### src/rtl/div_pkg.sv
// Purpose: shared FSM encoding and two's-complement helpers for the long divider.
// Latency: n/a (types and pure functions only).
// Backpressure: n/a.
// Contents: state_t (IDLE/DIVIDE/FIX/ERR), div_iter(), twos_neg(), mag_of().
package div_pkg;

    typedef enum logic [1:0] {
        ST_IDLE   = 2'd0,
        ST_DIVIDE = 2'd1,
        ST_FIX    = 2'd2,
        ST_ERR    = 2'd3
    } state_t;

    // Helpers work on a 64-bit carrier; callers zero-extend a SIZE-bit word,
    // operate, then truncate back. Negation mod 2^64 truncated to SIZE bits
    // equals negation mod 2^SIZE, so any SIZE <= 64 is handled.
    localparam int MAX_W = 64;
    typedef logic [MAX_W-1:0] wide_t;

    function automatic int div_iter(input int size, input int bpc);
        return size / bpc;
    endfunction

    function automatic wide_t twos_neg(input wide_t v);
        return ~v + wide_t'(1);
    endfunction

    // Magnitude of a word whose sign has already been decided by the caller.
    function automatic wide_t mag_of(input wide_t v, input logic neg);
        return neg ? twos_neg(v) : v;
    endfunction

endpackage

### src/rtl/div_step.sv
// Purpose: BITS_PER_CYCLE chained restoring-division steps (combinational).
// Latency: 0 cycles, pure combinational.
// Backpressure: none; result valid whenever inputs are.
// Ports: rem_in/rem_out partial remainder (always < divisor), dvd_bits next
//        dividend bits MSB first, dvs divisor magnitude, q_bits quotient bits MSB first.
module div_step #(
    parameter int SIZE           = 32,
    parameter int BITS_PER_CYCLE = 1
) (
    input  logic [SIZE-1:0]           rem_in,
    input  logic [BITS_PER_CYCLE-1:0] dvd_bits,
    input  logic [SIZE-1:0]           dvs,
    output logic [SIZE-1:0]           rem_out,
    output logic [BITS_PER_CYCLE-1:0] q_bits
);

    logic [SIZE-1:0] r;
    logic [SIZE:0]   t;

    always_comb begin
        r      = rem_in;
        t      = '0;
        q_bits = '0;
        for (int i = BITS_PER_CYCLE - 1; i >= 0; i--) begin
            // Trial value needs SIZE+1 bits: r < dvs, so 2r+1 can overflow SIZE.
            t = {r, dvd_bits[i]};
            if (t >= {1'b0, dvs}) begin
                // Difference is < dvs, so the low SIZE bits hold it exactly.
                r         = t[SIZE-1:0] - dvs;
                q_bits[i] = 1'b1;
            end else begin
                r = t[SIZE-1:0];
            end
        end
        rem_out = r;
    end

endmodule

### src/rtl/long_divider_pipe.sv
// Purpose: multi-cycle signed/unsigned restoring divider, BITS_PER_CYCLE quotient bits per cycle.
// Latency: done ITER+1 edges after the start edge; divide-by-zero reports 1 edge after.
// Backpressure: one op in flight; start ignored while busy, accepted again in the done cycle.
// Ports: clk, reset (sync, active-high); start/signed_op/dividend/divisor request;
//        busy, done (1-cycle pulse), error (divisor was zero), quotient/remainder held results.
module long_divider_pipe
    import div_pkg::*;
#(
    parameter int SIZE           = 32,
    parameter int BITS_PER_CYCLE = 1
) (
    input  logic            clk,
    input  logic            reset,
    input  logic            start,
    input  logic            signed_op,
    input  logic [SIZE-1:0] dividend,
    input  logic [SIZE-1:0] divisor,
    output logic            busy,
    output logic            done,
    output logic            error,
    output logic [SIZE-1:0] quotient,
    output logic [SIZE-1:0] remainder
);

    localparam int ITER = div_iter(SIZE, BITS_PER_CYCLE);
    localparam int CW   = $clog2(ITER) + 1;

    typedef logic [SIZE-1:0] word_t;

    state_t state_q, state_d;

    logic [CW-1:0] cnt_q;
    word_t         acc_q;      // dividend magnitude shifting out, quotient shifting in
    word_t         rem_q;      // partial remainder, always < divisor magnitude
    word_t         dvs_q;
    logic          neg_dvd_q;
    logic          neg_dvs_q;

    logic          dvd_neg, dvs_neg;
    word_t         dvd_mag, dvs_mag;
    word_t         step_rem;
    logic [BITS_PER_CYCLE-1:0] step_q;
    logic          last_iter;

    always_comb begin
        dvd_neg = signed_op & dividend[SIZE-1];
        dvs_neg = signed_op & divisor[SIZE-1];
        dvd_mag = word_t'(mag_of(wide_t'(dividend), dvd_neg));
        dvs_mag = word_t'(mag_of(wide_t'(divisor), dvs_neg));
    end

    assign last_iter = (cnt_q == CW'(ITER - 1));

    div_step #(
        .SIZE           (SIZE),
        .BITS_PER_CYCLE (BITS_PER_CYCLE)
    ) u_step (
        .rem_in   (rem_q),
        .dvd_bits (acc_q[SIZE-1 -: BITS_PER_CYCLE]),
        .dvs      (dvs_q),
        .rem_out  (step_rem),
        .q_bits   (step_q)
    );

    always_ff @(posedge clk) begin
        if (reset) begin
            state_q <= ST_IDLE;
        end else begin
            state_q <= state_d;
        end
    end

    always_comb begin
        state_d = state_q;
        case (state_q)
            ST_IDLE: begin
                if (start) begin
                    state_d = (divisor == '0) ? ST_ERR : ST_DIVIDE;
                end
            end
            ST_DIVIDE: begin
                if (last_iter) begin
                    state_d = ST_FIX;
                end
            end
            ST_FIX:  state_d = ST_IDLE;
            ST_ERR:  state_d = ST_IDLE;
            default: state_d = ST_IDLE;
        endcase
    end

    // busy drops in the cycle done is high, so a host can chain the next start there.
    assign busy = (state_q != ST_IDLE);

    always_ff @(posedge clk) begin
        if (reset) begin
            cnt_q     <= '0;
            acc_q     <= '0;
            rem_q     <= '0;
            dvs_q     <= '0;
            neg_dvd_q <= 1'b0;
            neg_dvs_q <= 1'b0;
            done      <= 1'b0;
            error     <= 1'b0;
            quotient  <= '0;
            remainder <= '0;
        end else begin
            done <= 1'b0;
            case (state_q)
                ST_IDLE: begin
                    if (start) begin
                        cnt_q     <= '0;
                        rem_q     <= '0;
                        dvs_q     <= dvs_mag;
                        neg_dvd_q <= dvd_neg;
                        neg_dvs_q <= dvs_neg;
                        // ERR reports the dividend as presented, not its magnitude.
                        acc_q     <= (divisor == '0) ? dividend : dvd_mag;
                    end
                end
                ST_DIVIDE: begin
                    cnt_q <= cnt_q + 1'b1;
                    rem_q <= step_rem;
                    acc_q <= {acc_q[SIZE-BITS_PER_CYCLE-1:0], step_q};
                end
                ST_FIX: begin
                    // Truncation toward zero: quotient sign = XOR of signs,
                    // remainder follows the dividend. MIN/-1 wraps back to MIN.
                    quotient  <= (neg_dvd_q ^ neg_dvs_q) ? word_t'(twos_neg(wide_t'(acc_q))) : acc_q;
                    remainder <= neg_dvd_q ? word_t'(twos_neg(wide_t'(rem_q))) : rem_q;
                    error     <= 1'b0;
                    done      <= 1'b1;
                end
                ST_ERR: begin
                    quotient  <= '1;
                    remainder <= acc_q;
                    error     <= 1'b1;
                    done      <= 1'b1;
                end
                default: ;
            endcase
        end
    end

endmodule

### config.mk
export PLATFORM = sky130hd
export DESIGN_NAME = long_divider_pipe
export DESIGN_NICKNAME = d
export VERILOG_FILES = /design/src/rtl/div_pkg.sv /design/src/rtl/div_step.sv /design/src/rtl/long_divider_pipe.sv
export SDC_FILE = /design/constraint.sdc
export NUM_CORES = 1
export LEC_CHECK = 0
export CAP_MARGIN = 30
export CORE_UTILIZATION = 25
export DETAILED_ROUTE_END_ITERATION = 10
export DONT_BUFFER_PORTS = 1
export SYNTH_ARGS = -nofsm -noshare
export SYNTH_HDL_FRONTEND = slang
export SYNTH_HIERARCHICAL = 1
export SYNTH_SLANG_ARGS = --single-unit
### constraint.sdc
create_clock -name clk -period 6.75 [get_ports clk]
set_input_delay 1.35 -clock clk [delete_from_list [all_inputs] [get_ports clk]]
set_output_delay 1.35 -clock clk [all_outputs]
set_load 0.02 [all_outputs]
==> results.tsv, run 1 <==
metric	value	unit
Distinct cells, synth	86	
FFs w/ async S/R, synth	0	%
Rows	79	
cell at the root of the clock tree	clkbuf_16	
ant diodes	0	
Seq/Total Area, Yosys	29.27	%
Routed WL	39180	µm
Util after Layout	27.32	%
via count	10940	
Fill cells	4977	
relative slew slack	30.04	%
CP Capture Type	flop	
Layout area overhead	7.870	%
Area contributors post-synth	dfxtp_1 (29%), xnor2_1 (6.4%), nor2_1 (5.4%), a211oi_1 (4.7%), a21oi_1 (4.3%)	
Hold Path Class	flop to flop	
Clock power frac	38.3	%
number of synthesized flops with an enable pin	0	
post-CTS sizing	0	
YS warnings	6	
reg2reg setup slack	2.77	ns
layout cells sized above 1	6.597	%
CP top delay family	simple AND/OR/NAND/NOR gates	
top_reg_cell synth	dfxtp_1	
I/O Pins	135	
power density cells	205.2	mW/mm²
crit path DAT	4.31	ns
CP bufs+invs	1	
Internal Dissipation	0.001780	W
Final Hold Viols	0	
Crit Path Class	flop to flop	
slowest cell on the critical path	or2_1	
placed cell count	2015	
Die H	218.9	µm
final worst path period need	3.980	ns
cells after synthesis	1504	
CTS Buffer Depth	2	
clk_skew	0.008155	ns
initial antenna violation count	0	
final total power	0.002604	W
worst r2r path cells	12	
Final ANT Viol Nets	0	
largest net degree at the start of global routing	172	
initial DRC count	1010	
post-CTS setup buffer count	0	
Synth Register Bits	172	
CTS tree	built	
DRC viols	0	
gpl congestion	0.9333	
worst r2r src	rem_q[10]$_SDFFE_PP0P_	
# port buffers	0	
total net switching power	0.0008240	W
crit-path cells	ha_1, and3_1, nor2b_4, a22o_1, a211oi_2, a211oi_2, nor3_4, or2_1, buf_4, mux2_2, nand2_1, a21oi_1	
Num CTS Buffers	17	
Avg Cell Area, Syn	7.822	µm²
vias in the first global route	9999	
H-tree depth	4	
DRT Pass-1 Iters	6	
Die Area	0.04793	mm²
Crit. path cell count	12	
Post-DP Area	0.01211	mm²
Syn Std Cell Area	0.01177	mm²
Synth top area share	29.27	%
first-pass GRT wire length	59910	µm
sequential power share	43.3	%
switch share	31.64	%
fin crit share	58.96	%
crit-path max cell delay	0.67	ns
Worst-Margin Slew	1.048	ns
critical path fanouts, max	18	
post-detail-place hpwl	29800	µm
max cap viols	0	
starting density of the core	25.32	%
worst path required time	7.08	ns
final setup vio count	0	
maximum VDD drop	203.7	µV
FMAX	0.2513	GHz
Core ar.	0.04646	mm²
Design Area, Final	0.01269	mm²
later-pin clock latency in the skew report	0.44	ns
status	completed	
clock sink count	172	
Leak Pwr	4.357	nW
most frequent cells in the layout	dfxtp_1 (171), nor2_1 (167), nand2_1 (114)	
cell taking the most area after synthesis	dfxtp_1	
Comb power frac	18.4	%
Mapped Nets	1610	
fin cells	2047	
Worst Setup EP	rem_q[6]$_SDFFE_PP0P_	
gr usage total	16.03	%
via-per-instance ratio	5.344	
commonest non-fill, non-tap cell in the layout	dfxtp_1	
FF-to-FF End	rem_q[6]$_SDFFE_PP0P_	
Max Slew Vio Count	0	
Worst Setup Start Kind	flop	
RSZ-0062 raised after global routing	no	
wire per inst	19.14	µm
Top cell by count, worst path	a211oi_2	
grt total ovfl	0	
clock slew seen by the registers of the worst setup and hold paths	0.07	ns
fin nets	1533	
CP startpoint	rem_q[10]$_SDFFE_PP0P_	
Hold Buf Count CTS	0	
Die Wd	218.9	µm
Sum Neg Setup Slack	0	ns
==> Yosys cell counts (all sizes together) (37+ instances only) <==
cell	number
xnor2	86
nand2	116
nor3	73
nand3	53
dfxtp	172
xor2	52
clkbuf	85
nor2	168
inv	60
o21ai	71
a21oi	101
a211oi	77
ha	37
==> tightest hold or removal path, stage by stage, from the launching register on <==
cell	delay [ns]
dfxtp_1	0.32
nand2_1	0.06
a21oi_1	0.05
==> registers in the layout, summed over array words and instances, names as in the netlist <==
name / flops
remainder: 32
neg_dvd_q: 1
cnt_q: 6
acc_q: 32
rem_q: 32
dvs_q: 32
state_q: 2
quotient: 32
done: 1
neg_dvs_q: 1
error: 1
==> how the worst min path moves through the flow <==
stage,start,end,cells after the start
after global routing,dvs_q[31]$_SDFFE_PP0P_,dvs_q[31]$_SDFFE_PP0P_,2
final,dvs_q[31]$_SDFFE_PP0P_,dvs_q[31]$_SDFFE_PP0P_,2
after global placement,dvs_q[31]$_SDFFE_PP0P_,dvs_q[31]$_SDFFE_PP0P_,2
after detailed placement,dvs_q[31]$_SDFFE_PP0P_,dvs_q[31]$_SDFFE_PP0P_,2
after CTS,dvs_q[31]$_SDFFE_PP0P_,dvs_q[31]$_SDFFE_PP0P_,2
after floorplan,dvs_q[31]$_SDFFE_PP0P_,dvs_q[31]$_SDFFE_PP0P_,2
==> power by group through the flow <==
stage,Clock (W),Sequential [W],Combinational (W)
2_1_floorplan,0,0.00110,0.000400
3_3_place_gp,0,0.00115,0.000466
3_5_place_dp,0,0.00115,0.000473
4_1_cts,0.00102,0.00113,0.000474
5_1_grt,0.00106,0.00113,0.000528
6_report,0.000998,0.00113,0.000478
==> routing by layer <==
metal	wire length [µm]	vias to the layer above	track usage (%)
li1	-	5318	-
met1	18140	5211	21.95
met2	17710	372	25.56
met3	2652	39	3.174
met4	668	0	3.958
met5	0	-	0
==> cell families (layout without fill, tap and decap cells) <==
logic type | count (synthesis) | after routing | share of synthesized area (%)
flip-flops | 172 | 172 | 29.27
AO/OA/AOI/OAI | 417 | 417 | 23.74
AND/OR/NAND/NOR | 534 | 534 | 22.05
adder cells (fa/ha/maj) | 38 | 38 | 4.105
XOR/XNOR | 138 | 138 | 10.27
multiplexers | 37 | 37 | 4.052
buffers and inverters | 168 | 104 | 6.519
==> area by class of cell <==
| class | count | area (µm²) | area share (%) |
|---|---|---|---|
| clock inverters | 12 | 125.1 | 0.9859 |
| multi-input cells | 1164 | 7570 | 59.65 |
| repair buffers | 12 | 110.1 | 0.8676 |
| flip-flops and latches | 172 | 3445 | 27.14 |
| clock buffers | 20 | 456.7 | 3.599 |
| well taps | 607 | 759.5 | 5.984 |
| inverters | 60 | 225.2 | 1.775 |
==> metrics by stage <==
step	worst slack, ns	hold WS [ns]
after floorplan	3.314	0.4363
after global placement	2.917	0.4513
after detailed placement	2.820	0.4668
after CTS	2.800	0.4764
after global routing	2.546	0.5005
final	2.770	0.4736
(Power assumes the default switching activity.)
==> inputs of run 2 (changes only) <==
==> constraint.sdc (replaced) <==
create_clock -name clk -period 3.9 [get_ports clk]
set_input_delay 0.78 -clock clk [delete_from_list [all_inputs] [get_ports clk]]
set_output_delay 0.78 -clock clk [all_outputs]
set_load 0.02 [all_outputs]
==> run 2 against run 1 <==
Clock-buffer cell count stayed put; setup slack worse by 2.2 ns; register-to-register slack worse by 2.2 ns.
==> results.tsv, run 2 (synthesis results as in run 1) <==
metric	value	unit	change
status	completed		
I/O Pins	135		unchanged
gpl congestion	0.9145		-2.0%
starting density of the core	25.32	%	unchanged
initial DRC count	1047		+3.7%
final setup vio count	0		unchanged
most frequent cells in the layout	dfxtp_1 (171), nor2_1 (167), nand2_1 (114)		
Util after Layout	27.49	%	+0.18 points
Leak Pwr	4.407	nW	+1.2%
Die Area	0.04793	mm²	unchanged
relative slew slack	30.90	%	+0.86 points
Sum Neg Setup Slack	0	ns	unchanged
later-pin clock latency in the skew report	0.45	ns	about the same
post-CTS sizing	0		unchanged
Hold Path Class	input pin to flop		
# port buffers	0		unchanged
DRT Pass-1 Iters	6		unchanged
worst hold slack	0.4002	ns	-0.07343 ns
FMAX	0.2968	GHz	+18%
Worst-Margin Slew	1.027	ns	-0.02064 ns
via count	10970		+0.24%
worst path required time	4.23	ns	-2.85 ns
CP Capture Type	flop		
Seq. cell area	0.003445	mm²	unchanged
gr usage total	16.03	%	about the same
final worst path period need	3.369	ns	-0.6109 ns
Final Hold Viols	0		unchanged
initial antenna violation count	0		unchanged
footprint of the multi-input gates	0.007570	mm²	unchanged
slack of the critical path	0.5312	ns	-2.239 ns
Die Wd	218.9	µm	unchanged
Rows	79		unchanged
vias in the first global route	9970		-0.29%
clk_skew	0.009631	ns	+0.001476 ns
DRC viols	0		unchanged
clock slew seen by the registers of the worst setup and hold paths	0.07	ns	about the same
via-per-instance ratio	5.328		-0.30%
Core ar.	0.04646	mm²	unchanged
CTS tree	built		
wire per inst	18.98	µm	-0.85%
Hold Buf Count CTS	0		unchanged
post-CTS setup buffer count	0		unchanged
largest net degree at the start of global routing	172		unchanged
commonest non-fill, non-tap cell in the layout	dfxtp_1		
fin crit share	86.38	%	+27 points
first-pass GRT wire length	59530	µm	-0.63%
Fill cells	4989		+0.24%
layout cells sized above 1	7.236	%	+0.64 points
Max Slew Vio Count	0		unchanged
post-detail-place hpwl	30000	µm	+0.67%
ant diodes	0		unchanged
RSZ-0062 raised after global routing	no		
Die H	218.9	µm	unchanged
grt total ovfl	0		unchanged
clock sink count	172		unchanged
H-tree depth	4		unchanged
Final ANT Viol Nets	0		unchanged
Layout area overhead	8.561	%	
Crit Path Class	flop to flop		
Routed WL	39050	µm	-0.31%
maximum VDD drop	307.0	µV	+51%
Worst Setup Start Kind	flop		
power density cells	353.4	mW/mm²	+72%
CTS Buffer Depth	2		unchanged
crit path DAT	3.69	ns	-0.62 ns
fin nets	1545		+0.78%
Num CTS Buffers	17		unchanged
max cap viols	0		unchanged
cell at the root of the clock tree	clkbuf_16		
DP Worst Slack	0.5798	ns	-2.240 ns
critical path fanouts, max	18		unchanged
run 2: through the flow:
stage	instances	total power, W	instance area [µm²]
5_1_grt	2058	0.004715	12770
3_3_place_gp	2027	0.002799	12190
4_1_cts	2058	0.004531	12770
2_1_floorplan	1504	0.002600	11770
6_report	2058	0.004514	12770
3_5_place_dp	2027	0.002806	12190
run 2: worst max-delay path: stages, from the launching register on:
cell and delay (ns):
dfxtp_1 0.49, ha_1 0.33, and3_1 0.20, nand4_1 0.14, nor2_1 0.07, a31oi_1 0.17, a21boi_0 0.84, or2_1 0.22
buf_4 0.28, mux2_2 0.38, nand2_1 0.06, a21oi_1 0.05
run 2: final timing paths:
check	endpoint	from	slack (ns)	cells after the start
setup / recovery	rem_q[6]$_SDFFE_PP0P_	rem_q[23]$_SDFFE_PP0P_	0.53	11
hold / removal	quotient[9]$_SDFFE_PP0P_	reset	0.40	1
setup reg to reg	rem_q[6]$_SDFFE_PP0P_	rem_q[23]$_SDFFE_PP0P_	0.53	11
hold reg to reg	dvs_q[31]$_SDFFE_PP0P_	dvs_q[31]$_SDFFE_PP0P_	0.47	2
run 2: area by class of cell:
class | count | area share, %
Multi-Input combinational cell | 1164 | 59.27
Sequential cell | 172 | 26.97
Tap cell | 607 | 5.946
Clock buffer | 20 | 3.497
Inverter | 60 | 1.763
Timing Repair Buffer | 24 | 1.509
Clock inverter | 11 | 1.048
run 2: where the power goes:
part	internal [W]	switching, W
Combinational	0.000321	0.000509
Clock	0.000968	0.000765
Sequential	0.00183	0.000125
run 2: per-layer routing:
layer / GRT usage, % / part of all wire [%] / wire [µm]
met5: 0 / 0 / 0
met3: 3.243 / 6.7 / 2627
met1: 21.92 / 46 / 18100
met2: 24.98 / 45 / 17440
met4: 5.255 / 2.3 / 884
==> inputs of run 3 (changes only) <==
--- a/config.mk
+++ b/config.mk
@@ -9,6 +9,7 @@
 export CORE_UTILIZATION = 25
 export DETAILED_ROUTE_END_ITERATION = 10
 export DONT_BUFFER_PORTS = 1
+export GPL_ROUTABILITY_DRIVEN = 0
 export SYNTH_ARGS = -nofsm -noshare
 export SYNTH_HDL_FRONTEND = slang
 export SYNTH_HIERARCHICAL = 1
==> run 3 against run 2 <==
Fmax decreased by 0.30%; setup slack got worse by 0.010 ns; sequential share of layout area decreased by 0.18 points; cell area increased by 0.68%; power increased by 2.6%; highest routed layer unchanged; critical path type unchanged.
==> results.tsv, run 3 (synthesis results as in run 1) <==
metric	value	unit	change
status	completed		
Die H	218.9	µm	unchanged
largest net degree at the start of global routing	172		unchanged
# port buffers	0		unchanged
sequential power share	42.1	%	-1.1 points
Internal Dissipation	0.003192	W	+2.5%
fin cells	2064		+0.29%
wire per inst	19.09	µm	+0.59%
Seq. cell area	0.003445	mm²	unchanged
Worst-Margin Slew	0.9813	ns	-0.04601 ns
final worst path period need	3.379	ns	+0.01016 ns
fin crit share	86.64	%	+0.26 points
total net switching power	0.001438	W	+2.8%
CP startpoint	rem_q[11]$_SDFFE_PP0P_		
power density cells	360.1	mW/mm²	+1.9%
I/O Pins	135		unchanged
commonest non-fill, non-tap cell in the layout	dfxtp_1		
Fill cells	4998		+0.18%
worst path required time	4.21	ns	-0.02 ns
fin nets	1550		+0.32%
worst r2r src	rem_q[11]$_SDFFE_PP0P_		
Worst Setup Start Kind	flop		
grt total ovfl	0		unchanged
CP Capture Type	flop		
DRC viols	0		unchanged
Layout area overhead	9.295	%	
Final Hold Viols	0		unchanged
relative slew slack	34.58	%	+3.7 points
CTS Buffer Depth	2		unchanged
FF-to-FF End	rem_q[4]$_SDFFE_PP0P_		
FMAX	0.2959	GHz	-0.30%
later-pin clock latency in the skew report	0.44	ns	about the same
Hold Path Stages	1		unchanged
critical path fanouts, max	18		unchanged
DRT Pass-1 Iters	7		+1
initial DRC count	930		-11%
Final ANT Viol Nets	0		unchanged
H-tree depth	4		unchanged
Max Slew Vio Count	0		unchanged
placed cell count	2031		+0.20%
Die Area	0.04793	mm²	unchanged
Clock power frac	39.9	%	+1.5 points
worst r2r path cells	13		+2
clock sink count	172		unchanged
Worst Setup EP	rem_q[4]$_SDFFE_PP0P_		
first-pass GRT wire length	59700	µm	+0.29%
via-per-instance ratio	5.383		+1.0%
initial antenna violation count	0		unchanged
Crit Path Class	flop to flop		
post-detail-place hpwl	29760	µm	-0.80%
Hold Buf Count CTS	0		unchanged
Leak Pwr	4.454	nW	+1.1%
clk_skew	0.01301	ns	+0.003383 ns
Num CTS Buffers	17		unchanged
slack of the critical path	0.5210	ns	-0.01016 ns
CTS tree	built		
layout cells sized above 1	7.687	%	+0.45 points
RSZ-0062 raised after global routing	no		
clock slew seen by the registers of the worst setup and hold paths	0.07	ns	about the same
DP Worst Slack	0.6342	ns	+0.05437 ns
Die Wd	218.9	µm	unchanged
final setup vio count	0		unchanged
ant diodes	0		unchanged
Core ar.	0.04646	mm²	unchanged
footprint of the multi-input gates	0.007570	mm²	unchanged
starting density of the core	25.32	%	unchanged
Sum Neg Setup Slack	0	ns	unchanged
reg2reg setup slack	0.52	ns	about the same
post-CTS setup buffer count	0		unchanged
switch share	31.06	%	+0.073 points
crit path DAT	3.69	ns	about the same
maximum VDD drop	303.6	µV	-1.1%
post-CTS sizing	0		unchanged
Routed WL	39400	µm	+0.88%
Hold Path Class	input pin to flop		
cell at the root of the clock tree	clkbuf_16		
gr usage total	15.96	%	-0.068 points
via count	11110		+1.3%
Comb power frac	17.9	%	-0.5 points
Rows	79		unchanged
most frequent cells in the layout	dfxtp_1 (171), nor2_1 (167), nand2_1 (114)		
max cap viols	0		unchanged
vias in the first global route	10120		+1.5%
[run 3: cell types whose count changed in the layout (fill, tap and decap cells not counted)]
| cell | delta |
|---|---|
| clkinv_2 | -2 |
| clkinv_4 | +2 |
| buf_12 | -1 |
| buf_16 | +1 |
| buf_4 | +5 |
| clkbuf_1 | -1 |
| bufinv_16 | +1 |
| clkinvlp_4 | +1 |
[run 3: through the flow]
stage / instance area [µm²] / total power (W) / utilization, % / hold slack [ns]
after floorplan: 11770 / 0.002600 / - / 0.4363
after global placement: 12210 / 0.002786 / 26.28 / 0.4519
after detailed placement: 12210 / 0.002801 / 26.28 / 0.4552
after CTS: 12830 / 0.004640 / 27.62 / 0.3998
after global routing: 12860 / 0.004809 / 27.68 / 0.3953
final: 12860 / 0.004630 / 27.68 / 0.4183
[run 3: per-layer routing]
metal / wire length, µm / part of all wire [%] / global-route usage [%] / vias up
li1: - / - / - / 5360
met1: 18110 / 46 / 21.76 / 5261
met2: 17480 / 44 / 24.81 / 442
met3: 2843 / 7.2 / 3.313 / 48
met4: 966 / 2.5 / 5.394 / 0
met5: 0 / 0 / 0 / -
[run 3: worst min-delay path by stage]
stage / from / end / slack [ns]
floorplan: dvs_q[31]$_SDFFE_PP0P_ / dvs_q[31]$_SDFFE_PP0P_ / 0.44
global placement: dvs_q[31]$_SDFFE_PP0P_ / dvs_q[31]$_SDFFE_PP0P_ / 0.45
detailed placement: dvs_q[31]$_SDFFE_PP0P_ / dvs_q[31]$_SDFFE_PP0P_ / 0.46
CTS: reset / remainder[10]$_SDFFE_PP0P_ / 0.40
global route: reset / remainder[14]$_SDFFE_PP0P_ / 0.40
finish: reset / quotient[9]$_SDFFE_PP0P_ / 0.42
[run 3: worst max-delay path: stages, from the launching register on]
cell      delay, ns
dfxtp_1        0.51
ha_1           0.36
and3_1         0.22
nor2b_4        0.14
a22o_1         0.24
a211oi_2       0.35
a211oi_2       0.16
nor3_4         0.18
buf_4          0.18
or2_1          0.13
buf_4          0.29
mux2_2         0.37
nand2_1        0.06
a21oi_1        0.07
[run 3: power by group through the flow]
stage	logic, W	registers (W)	clock network, W
global placement	0.000801	0.00198	0
finish	0.000831	0.00195	0.00185
global route	0.000915	0.00196	0.00194
floorplan	0.000692	0.00191	0
CTS	0.000816	0.00195	0.00188
detailed placement	0.000812	0.00199	0
[run 3: final cells by class]
type / instances / area share (%)
flip-flops and latches: 172 / 26.79
clock inverters: 13 / 1.391
well taps: 607 / 5.906
clock buffers: 19 / 3.445
repair buffers: 29 / 1.849
inverters: 60 / 1.751
multi-input cells: 1164 / 58.87
